File: src/rtl/alu_pkg.sv
// Shared definitions for the ALU command issuer: unit codes, function codes,
// flag bit positions and FSM state encoding.
package alu_pkg;

  typedef enum logic [1:0] {
    UNIT_ARITH = 2'd0,
    UNIT_LOGIC = 2'd1,
    UNIT_CMP   = 2'd2,
    UNIT_SHIFT = 2'd3
  } unit_t;

  localparam logic [3:0] FUN_ADD  = 4'h0;
  localparam logic [3:0] FUN_SUB  = 4'h1;
  localparam logic [3:0] FUN_MUL  = 4'h2;
  localparam logic [3:0] FUN_ADDC = 4'h3;
  localparam logic [3:0] FUN_AND  = 4'h4;
  localparam logic [3:0] FUN_OR   = 4'h5;
  localparam logic [3:0] FUN_XOR  = 4'h6;
  localparam logic [3:0] FUN_NAND = 4'h7;
  localparam logic [3:0] FUN_LT   = 4'h8;
  localparam logic [3:0] FUN_EQ   = 4'h9;
  localparam logic [3:0] FUN_GT   = 4'hA;
  localparam logic [3:0] FUN_NE   = 4'hB;
  localparam logic [3:0] FUN_SHL  = 4'hC;
  localparam logic [3:0] FUN_SHR  = 4'hD;
  localparam logic [3:0] FUN_ROL  = 4'hE;
  localparam logic [3:0] FUN_ROR  = 4'hF;

  // Bit positions inside the {ARITH,LOGIC,CMP,SHIFT} flag vector.
  localparam int FLAG_ARITH = 3;
  localparam int FLAG_LOGIC = 2;
  localparam int FLAG_CMP   = 1;
  localparam int FLAG_SHIFT = 0;

  typedef enum logic [1:0] {
    ST_IDLE = 2'd0,
    ST_WAIT = 2'd1,
    ST_RESP = 2'd2
  } state_t;

  function automatic logic [3:0] unit_flag(unit_t u);
    logic [3:0] f;
    f = 4'b0000;
    case (u)
      UNIT_ARITH: f[FLAG_ARITH] = 1'b1;
      UNIT_LOGIC: f[FLAG_LOGIC] = 1'b1;
      UNIT_CMP:   f[FLAG_CMP]   = 1'b1;
      default:    f[FLAG_SHIFT] = 1'b1;
    endcase
    return f;
  endfunction

endpackage

File: src/rtl/alu_cmd_issuer_if.sv
// Command/response handshake bundle between the instruction front end (master)
// and the ALU command issuer (slave).
interface alu_cmd_issuer_if
  import alu_pkg::*;
#(
  parameter int A_WIDTH   = 16,
  parameter int B_WIDTH   = 16,
  parameter int RES_WIDTH = A_WIDTH + B_WIDTH
) ();

  logic                 cmd_valid;
  logic                 cmd_ready;
  logic [3:0]           cmd_fun;
  logic [A_WIDTH-1:0]   cmd_a;
  logic [B_WIDTH-1:0]   cmd_b;
  logic                 rsp_valid;
  logic                 rsp_ready;
  logic [RES_WIDTH-1:0] rsp_data;
  logic                 rsp_carry;
  unit_t                rsp_unit;
  logic                 rsp_err;

  modport master (
    output cmd_valid, cmd_fun, cmd_a, cmd_b, rsp_ready,
    input  cmd_ready, rsp_valid, rsp_data, rsp_carry, rsp_unit, rsp_err
  );

  modport slave (
    input  cmd_valid, cmd_fun, cmd_a, cmd_b, rsp_ready,
    output cmd_ready, rsp_valid, rsp_data, rsp_carry, rsp_unit, rsp_err
  );

endinterface

File: src/rtl/alu_result_mux.sv
// Selects the ALU unit output named by the unit code, zero-extends it, gates
// the carry to the arithmetic unit and flags a unit/flag mismatch.
module alu_result_mux
  import alu_pkg::*;
#(
  parameter int A_WIDTH   = 16,
  parameter int RES_WIDTH = 32
) (
  input  unit_t                i_unit,
  input  logic [RES_WIDTH-1:0] i_arith_out,
  input  logic                 i_carry,
  input  logic [A_WIDTH-1:0]   i_logic_out,
  input  logic [2:0]           i_cmp_out,
  input  logic [A_WIDTH-1:0]   i_shift_out,
  input  logic [3:0]           i_flags,
  output logic [RES_WIDTH-1:0] o_data,
  output logic                 o_carry,
  output logic                 o_err
);

  always_comb begin
    o_data  = '0;
    o_carry = 1'b0;
    case (i_unit)
      UNIT_ARITH: begin
        o_data  = i_arith_out;
        o_carry = i_carry;
      end
      UNIT_LOGIC: o_data = RES_WIDTH'(i_logic_out);
      UNIT_CMP:   o_data = RES_WIDTH'(i_cmp_out);
      default:    o_data = RES_WIDTH'(i_shift_out);
    endcase
    // Exactly the selected unit's flag must be set; anything else is an error.
    o_err = (i_flags != unit_flag(i_unit));
  end

endmodule

File: src/rtl/alu_cmd_issuer.sv
// Issues one command at a time to ALU_TOP, waits out its registered latency,
// captures the selected unit result and returns it on the response port.
module alu_cmd_issuer
  import alu_pkg::*;
#(
  parameter int A_WIDTH   = 16,
  parameter int B_WIDTH   = 16,
  parameter int RES_WIDTH = A_WIDTH + B_WIDTH,
  parameter int ALU_LAT   = 1,
  parameter int CNT_WIDTH = 8
) (
  input  logic                 i_clk,
  input  logic                 i_rst,
  alu_cmd_issuer_if.slave      s_if,
  output logic [A_WIDTH-1:0]   o_alu_a,
  output logic [B_WIDTH-1:0]   o_alu_b,
  output logic [3:0]           o_alu_fun,
  input  logic [RES_WIDTH-1:0] i_alu_arith_out,
  input  logic                 i_alu_carry,
  input  logic [A_WIDTH-1:0]   i_alu_logic_out,
  input  logic [2:0]           i_alu_cmp_out,
  input  logic [A_WIDTH-1:0]   i_alu_shift_out,
  input  logic [3:0]           i_alu_flags,
  output logic                 o_busy,
  output logic [CNT_WIDTH-1:0] o_ops_done
);

  localparam int LAT_W = $clog2(ALU_LAT + 1);

  state_t               r_state;
  logic [LAT_W-1:0]     r_cnt;
  logic [A_WIDTH-1:0]   r_alu_a;
  logic [B_WIDTH-1:0]   r_alu_b;
  logic [3:0]           r_alu_fun;
  logic                 r_rsp_valid;
  logic [RES_WIDTH-1:0] r_rsp_data;
  logic                 r_rsp_carry;
  unit_t                r_rsp_unit;
  logic                 r_rsp_err;
  logic [CNT_WIDTH-1:0] r_ops_done;

  unit_t                w_unit;
  logic [RES_WIDTH-1:0] w_data;
  logic                 w_carry;
  logic                 w_err;

  assign w_unit = unit_t'(r_alu_fun[3:2]);

  alu_result_mux #(
    .A_WIDTH   (A_WIDTH),
    .RES_WIDTH (RES_WIDTH)
  ) u_mux (
    .i_unit      (w_unit),
    .i_arith_out (i_alu_arith_out),
    .i_carry     (i_alu_carry),
    .i_logic_out (i_alu_logic_out),
    .i_cmp_out   (i_alu_cmp_out),
    .i_shift_out (i_alu_shift_out),
    .i_flags     (i_alu_flags),
    .o_data      (w_data),
    .o_carry     (w_carry),
    .o_err       (w_err)
  );

  always_ff @(posedge i_clk) begin
    if (!i_rst) begin
      r_state     <= ST_IDLE;
      r_cnt       <= '0;
      r_alu_a     <= '0;
      r_alu_b     <= '0;
      r_alu_fun   <= '0;
      r_rsp_valid <= 1'b0;
      r_rsp_data  <= '0;
      r_rsp_carry <= 1'b0;
      r_rsp_unit  <= UNIT_ARITH;
      r_rsp_err   <= 1'b0;
      r_ops_done  <= '0;
    end else begin
      case (r_state)
        ST_IDLE: begin
          if (s_if.cmd_valid) begin
            r_alu_a   <= s_if.cmd_a;
            r_alu_b   <= s_if.cmd_b;
            r_alu_fun <= s_if.cmd_fun;
            r_cnt     <= LAT_W'(ALU_LAT);
            r_state   <= ST_WAIT;
          end
        end
        ST_WAIT: begin
          // Counter reaches zero on the edge the ALU output becomes valid.
          if (r_cnt == '0) begin
            r_rsp_data  <= w_data;
            r_rsp_carry <= w_carry;
            r_rsp_unit  <= w_unit;
            r_rsp_err   <= w_err;
            r_rsp_valid <= 1'b1;
            r_state     <= ST_RESP;
          end else begin
            r_cnt <= r_cnt - LAT_W'(1);
          end
        end
        ST_RESP: begin
          if (s_if.rsp_ready) begin
            r_rsp_valid <= 1'b0;
            r_ops_done  <= r_ops_done + CNT_WIDTH'(1);
            r_state     <= ST_IDLE;
          end
        end
        default: r_state <= ST_IDLE;
      endcase
    end
  end

  assign s_if.cmd_ready = (r_state == ST_IDLE);
  assign s_if.rsp_valid = r_rsp_valid;
  assign s_if.rsp_data  = r_rsp_data;
  assign s_if.rsp_carry = r_rsp_carry;
  assign s_if.rsp_unit  = r_rsp_unit;
  assign s_if.rsp_err   = r_rsp_err;

  assign o_alu_a    = r_alu_a;
  assign o_alu_b    = r_alu_b;
  assign o_alu_fun  = r_alu_fun;
  assign o_busy     = (r_state != ST_IDLE);
  assign o_ops_done = r_ops_done;

endmodule

File: src/flat_wrapper.sv
// flat-port wrapper written by rule: the top's interface ports become plain ports
module alu_cmd_issuer_flat import alu_pkg::*;
#(
  parameter int A_WIDTH   = 16,
  parameter int B_WIDTH   = 16,
  parameter int RES_WIDTH = A_WIDTH + B_WIDTH,
  parameter int ALU_LAT   = 1,
  parameter int CNT_WIDTH = 8
)
  (i_clk, i_rst, o_alu_a, o_alu_b, o_alu_fun, i_alu_arith_out, i_alu_carry, i_alu_logic_out, i_alu_cmp_out, i_alu_shift_out, i_alu_flags, o_busy, o_ops_done, s_if_cmd_valid, s_if_cmd_fun, s_if_cmd_a, s_if_cmd_b, s_if_rsp_ready, s_if_cmd_ready, s_if_rsp_valid, s_if_rsp_data, s_if_rsp_carry, s_if_rsp_unit, s_if_rsp_err);
  alu_cmd_issuer_if #(.A_WIDTH(A_WIDTH), .B_WIDTH(B_WIDTH), .RES_WIDTH(RES_WIDTH)) s_if_i ();
  input  logic i_clk;
  input  logic i_rst;
  output logic [A_WIDTH-1:0] o_alu_a;
  output logic [B_WIDTH-1:0] o_alu_b;
  output logic [3:0] o_alu_fun;
  input  logic [RES_WIDTH-1:0] i_alu_arith_out;
  input  logic i_alu_carry;
  input  logic [A_WIDTH-1:0] i_alu_logic_out;
  input  logic [2:0] i_alu_cmp_out;
  input  logic [A_WIDTH-1:0] i_alu_shift_out;
  input  logic [3:0] i_alu_flags;
  output logic o_busy;
  output logic [CNT_WIDTH-1:0] o_ops_done;
  input wire logic [$bits(s_if_i.cmd_valid)-1:0] s_if_cmd_valid;
  input wire logic [$bits(s_if_i.cmd_fun)-1:0] s_if_cmd_fun;
  input wire logic [$bits(s_if_i.cmd_a)-1:0] s_if_cmd_a;
  input wire logic [$bits(s_if_i.cmd_b)-1:0] s_if_cmd_b;
  input wire logic [$bits(s_if_i.rsp_ready)-1:0] s_if_rsp_ready;
  output wire logic [$bits(s_if_i.cmd_ready)-1:0] s_if_cmd_ready;
  output wire logic [$bits(s_if_i.rsp_valid)-1:0] s_if_rsp_valid;
  output wire logic [$bits(s_if_i.rsp_data)-1:0] s_if_rsp_data;
  output wire logic [$bits(s_if_i.rsp_carry)-1:0] s_if_rsp_carry;
  output wire logic [$bits(s_if_i.rsp_unit)-1:0] s_if_rsp_unit;
  output wire logic [$bits(s_if_i.rsp_err)-1:0] s_if_rsp_err;
  assign s_if_i.cmd_valid = s_if_cmd_valid;
  assign s_if_i.cmd_fun = s_if_cmd_fun;
  assign s_if_i.cmd_a = s_if_cmd_a;
  assign s_if_i.cmd_b = s_if_cmd_b;
  assign s_if_i.rsp_ready = s_if_rsp_ready;
  assign s_if_cmd_ready = s_if_i.cmd_ready;
  assign s_if_rsp_valid = s_if_i.rsp_valid;
  assign s_if_rsp_data = s_if_i.rsp_data;
  assign s_if_rsp_carry = s_if_i.rsp_carry;
  assign s_if_rsp_unit = s_if_i.rsp_unit;
  assign s_if_rsp_err = s_if_i.rsp_err;
  alu_cmd_issuer #(.A_WIDTH(A_WIDTH), .B_WIDTH(B_WIDTH), .RES_WIDTH(RES_WIDTH), .ALU_LAT(ALU_LAT), .CNT_WIDTH(CNT_WIDTH)) u_core (.i_clk(i_clk), .i_rst(i_rst), .s_if(s_if_i), .o_alu_a(o_alu_a), .o_alu_b(o_alu_b), .o_alu_fun(o_alu_fun), .i_alu_arith_out(i_alu_arith_out), .i_alu_carry(i_alu_carry), .i_alu_logic_out(i_alu_logic_out), .i_alu_cmp_out(i_alu_cmp_out), .i_alu_shift_out(i_alu_shift_out), .i_alu_flags(i_alu_flags), .o_busy(o_busy), .o_ops_done(o_ops_done));
endmodule
File: config.mk
export PLATFORM = sky130hd
export DESIGN_NAME = alu_cmd_issuer_flat
export DESIGN_NICKNAME = d
export VERILOG_FILES = /design/src/rtl/alu_pkg.sv /design/src/rtl/alu_cmd_issuer_if.sv /design/src/rtl/alu_result_mux.sv /design/src/rtl/alu_cmd_issuer.sv /design/src/flat_wrapper.sv
export SDC_FILE = /design/constraint.sdc
export NUM_CORES = 1
export LEC_CHECK = 0
export CAP_MARGIN = 20
export CORE_MARGIN = 8
export CORE_UTILIZATION = 40
export DETAILED_ROUTE_END_ITERATION = 10
export DONT_BUFFER_PORTS = 1
export GPL_ROUTABILITY_DRIVEN = 0
export PLACE_DENSITY = 0.54
export SYNTH_ARGS = -nofsm -noshare
export SYNTH_HDL_FRONTEND = slang
export SYNTH_SLANG_ARGS = --single-unit
File: constraint.sdc
create_clock -name i_clk -period 1.5 [get_ports i_clk]
set_input_delay 0.375 -clock i_clk [delete_from_list [all_inputs] [get_ports i_clk]]
set_output_delay 0.375 -clock i_clk [all_outputs]
set_load 0.03 [all_outputs]
==> results.yml <==
outcome:
  outcome: "finished, final reports clean"
timing:
  holdWs_ps: 154.9
  relSlewSlack_pct: 72.38
  worst_pin_slew_ps: 408.5
  worst_slack_ps: 22.37
  fmax_mhz: 676.8
  skew_ps: 11.46
  finalCritPeriodShare_pct: 98.51
  setup-tns-final_ps: 0
  setup_viol: 0
  finalHoldViolCount: 0
  min_period_ps: 1478
  rsz0062_at_grt: "yes"
  slew_viol_final: 0
die:
  num_io_pins: 195
  die-area_um2: 11940
  coreArea_um2: 8593
  die_h_um: 109.3
  start_util_pct: 40.49
  die_w_um: 109.3
  rows: 34
critical_path:
  path_cells: "or2_4, clkinvlp_4"
  crit_path_end_kind: "primary output"
  cp_data_required_time_ps: 1120
  crit_type: "register to primary output"
  reg2reg_slack_ps: 70
  cp_top_family: "flip-flops"
  crit_arrival_ps: 1100
  critPathLaunchType: "register"
  cp_slowest_cell: "dfxtp_4"
  rr_endpoint: "u_core.s_if.rsp_data[19]"
  worst-path-stages: 2
  critPathBufInv: 1
  crit_fanout: 3
  rr_startpoint: "u_core.r_state[0]"
  cp_slowest_stage_delay_ps: 360
  r2r_cells: 6
synth:
  synth_warnings: 0
  synthCells: 406
  avgSynthCellArea_um2: 8.570
  syn_nets: 519
  synth_area_um2: 3480
  yosysSeqAreaShare_pct: 48.33
  ys_seq_elements: 84
  ys_types: 38
finish:
  fin_util_pct: 47.09
  syn_to_final_growth_pct: 16.29
  nNetsFinal: 532
  finalNonFillerCells: 530
  antennaDiodeCount: 0
  final_layout_size_suffix_gt1_share_pct: 18.96
  final_cell_area_um2: 4046
pwr:
  power_density_nw_per_um2: 1259
  p_total_mw: 5.093
  peakVddDrop_v: 0.0005213
  p_leak_nw: 1.484
place:
  placed_cells: 510
  place_ws_ps: 2.999
  hpwl_mm: 7.099
  portBuffers: 0
  postPlaceCellArea_um2: 3724
clock_network:
  clk_latency_ps: 340
  cts_sinks: 84
  cts_tree: "done"
  clk_pin_slew_ps: 80
  ctsLongestPathBuffers: 2
  root_buffer: "clkbuf_8"
  numCtsBuffers: 9
  cts_htree_levels: 3
routing:
  wl_per_cell_um: 18.10
  drt_iter0_markers: 197
  drc: 0
  wl_mm: 9.595
  first_pass_iters: 4
  routed-via-count: 2861
  via_per_inst: 5.398
  ant_nets: 0
global_route:
  antenna_found_initial: 0
  grt_first_pass_wirelength_mm: 14.25
  overflow: 0
  grt_pass1_vias: 2792
  grt_max_degree: 83
  grt.total_usage_pct: 15.01
hold_path:
  whs_path_depth: 2
  min_to: "u_core.o_alu_fun[2]"
  hp-class: "primary input to register"
  hp-start: "s_if_cmd_fun[2]"
job:
  drv_cap: 0
cells in the final DEF (no fill, tap or decap), drive strengths merged, types with 3 or more instances in the layout:
cell type,netlist,layout
a211oi,14,14
a21oi,66,66
a22oi,13,13
buf,19,33
clkbuf,12,10
dfxtp,84,84
inv,5,5
mux2,13,13
mux2i,3,3
mux4,3,3
nand2,105,105
nand3,21,21
nor2,20,20
o31ai,3,3
or3b,3,3
or4,3,3
layout make-up:
class	instances	area (um^2)
Timing Repair Buffer	33	346.6
Sequential cell	84	1694
Clock inverter	4	73.82
Multi-Input combinational cell	286	1637
Tap cell	108	135.1
Fill cell	843	4547
Inverter	5	22.52
Clock buffer	10	137.6
per-layer routing:
layer  global-route usage (%)  wire [um]  vias up
li1                         -          -     1428
met1                    16.11       3484     1294
met2                    24.09       4512      131
met3                    9.574       1501        8
met4                    4.147         97        0
met5                        0          0        -
how the worst max path moves through the flow:
stage | startpoint | to | slack, ps
floorplan | u_core.o_alu_fun[3] | u_core.s_if.rsp_data[10] | 20
global placement | i_alu_flags[0] | u_core.s_if.rsp_err | 40
detailed placement | u_core.r_state[0] | u_core.s_if.rsp_data[9] | 3
CTS | u_core.o_alu_fun[2] | o_alu_fun[2] | 7
global route | u_core.r_state[0] | s_if_cmd_ready | -20
finish | u_core.r_state[0] | s_if_cmd_ready | 20
cell usage after synthesis:
| library cell | number | area [um^2] |
|---|---|---|
| nand2_1 | 105 | 394.1 |
| dfxtp_1 | 84 | 1682 |
| a21oi_1 | 66 | 330.3 |
| nand3_1 | 21 | 105.1 |
| nor2_1 | 19 | 71.32 |
| a211oi_1 | 14 | 105.1 |
| a22oi_1 | 13 | 97.59 |
| buf_2 | 13 | 65.06 |
| mux2_2 | 13 | 146.4 |
| clkbuf_1 | 12 | 45.04 |
| buf_6 | 4 | 45.04 |
| inv_1 | 4 | 15.01 |
| mux2i_1 | 3 | 30.03 |
| mux4_2 | 3 | 67.56 |
| o31ai_1 | 3 | 22.52 |
| or3b_1 | 3 | 26.28 |
| or4_1 | 3 | 22.52 |
| buf_4 | 2 | 15.01 |
| nor3b_4 | 2 | 37.54 |
| a2111oi_0 | 1 | 8.760 |
| and2_1 | 1 | 6.260 |
| and4b_1 | 1 | 10.01 |
| and4b_2 | 1 | 11.26 |
| ha_1 | 1 | 12.51 |
| inv_2 | 1 | 3.750 |
| nand2b_1 | 1 | 6.260 |
| nand3b_1 | 1 | 7.510 |
| nand3b_4 | 1 | 20.02 |
| nand4_1 | 1 | 6.260 |
| nand4b_1 | 1 | 8.760 |
| nor2_2 | 1 | 6.260 |
| nor3_1 | 1 | 5.000 |
| nor4b_1 | 1 | 8.760 |
| o21ai_0 | 1 | 5.000 |
| o41ai_1 | 1 | 8.760 |
| or2_2 | 1 | 6.260 |
| or3_1 | 1 | 6.260 |
| xor2_1 | 1 | 8.760 |
flip-flops by register name, summed over array words and instances (netlist names):
name                   cells
u_core.o_alu_b            16
u_core.r_state             2
u_core.o_alu_a            16
u_core.s_if.rsp_data      32
u_core.s_if.rsp_unit       2
u_core.o_ops_done          8
u_core.s_if.rsp_carry      1
u_core.s_if.rsp_err        1
u_core.r_cnt               1
u_core.o_alu_fun           4
u_core.s_if.rsp_valid      1
cells by family (layout without fill, tap and decap cells):
| kind of cell | Yosys count | after routing | synth area share [%] |
|---|---|---|---|
| and+or+nand+nor | 166 | 166 | 22.01 |
| adders and majority gates | 1 | 1 | 0.3595 |
| xor gates and xnor gates | 1 | 1 | 0.2518 |
| muxes | 19 | 19 | 7.012 |
| buffers and inverters | 36 | 52 | 5.429 |
| DFF | 84 | 84 | 48.33 |
| AOI/OAI and AO/OA | 99 | 99 | 16.61 |
power breakdown:
part	total, mW	switching, mW	internal [mW]
Clock	1.74	0.769	0.969
Sequential	2.72	0.356	2.37
Combinational	0.632	0.348	0.284
repair_timing:
action | in CTS | in global routing
gates resized for setup | 7 | 10
setup endpoints to repair | 10 | 10
setup buffers | 2 | 4
pin swaps | 0 | 1
hold buffers | 0 | 0
(Power assumes the default switching activity.)
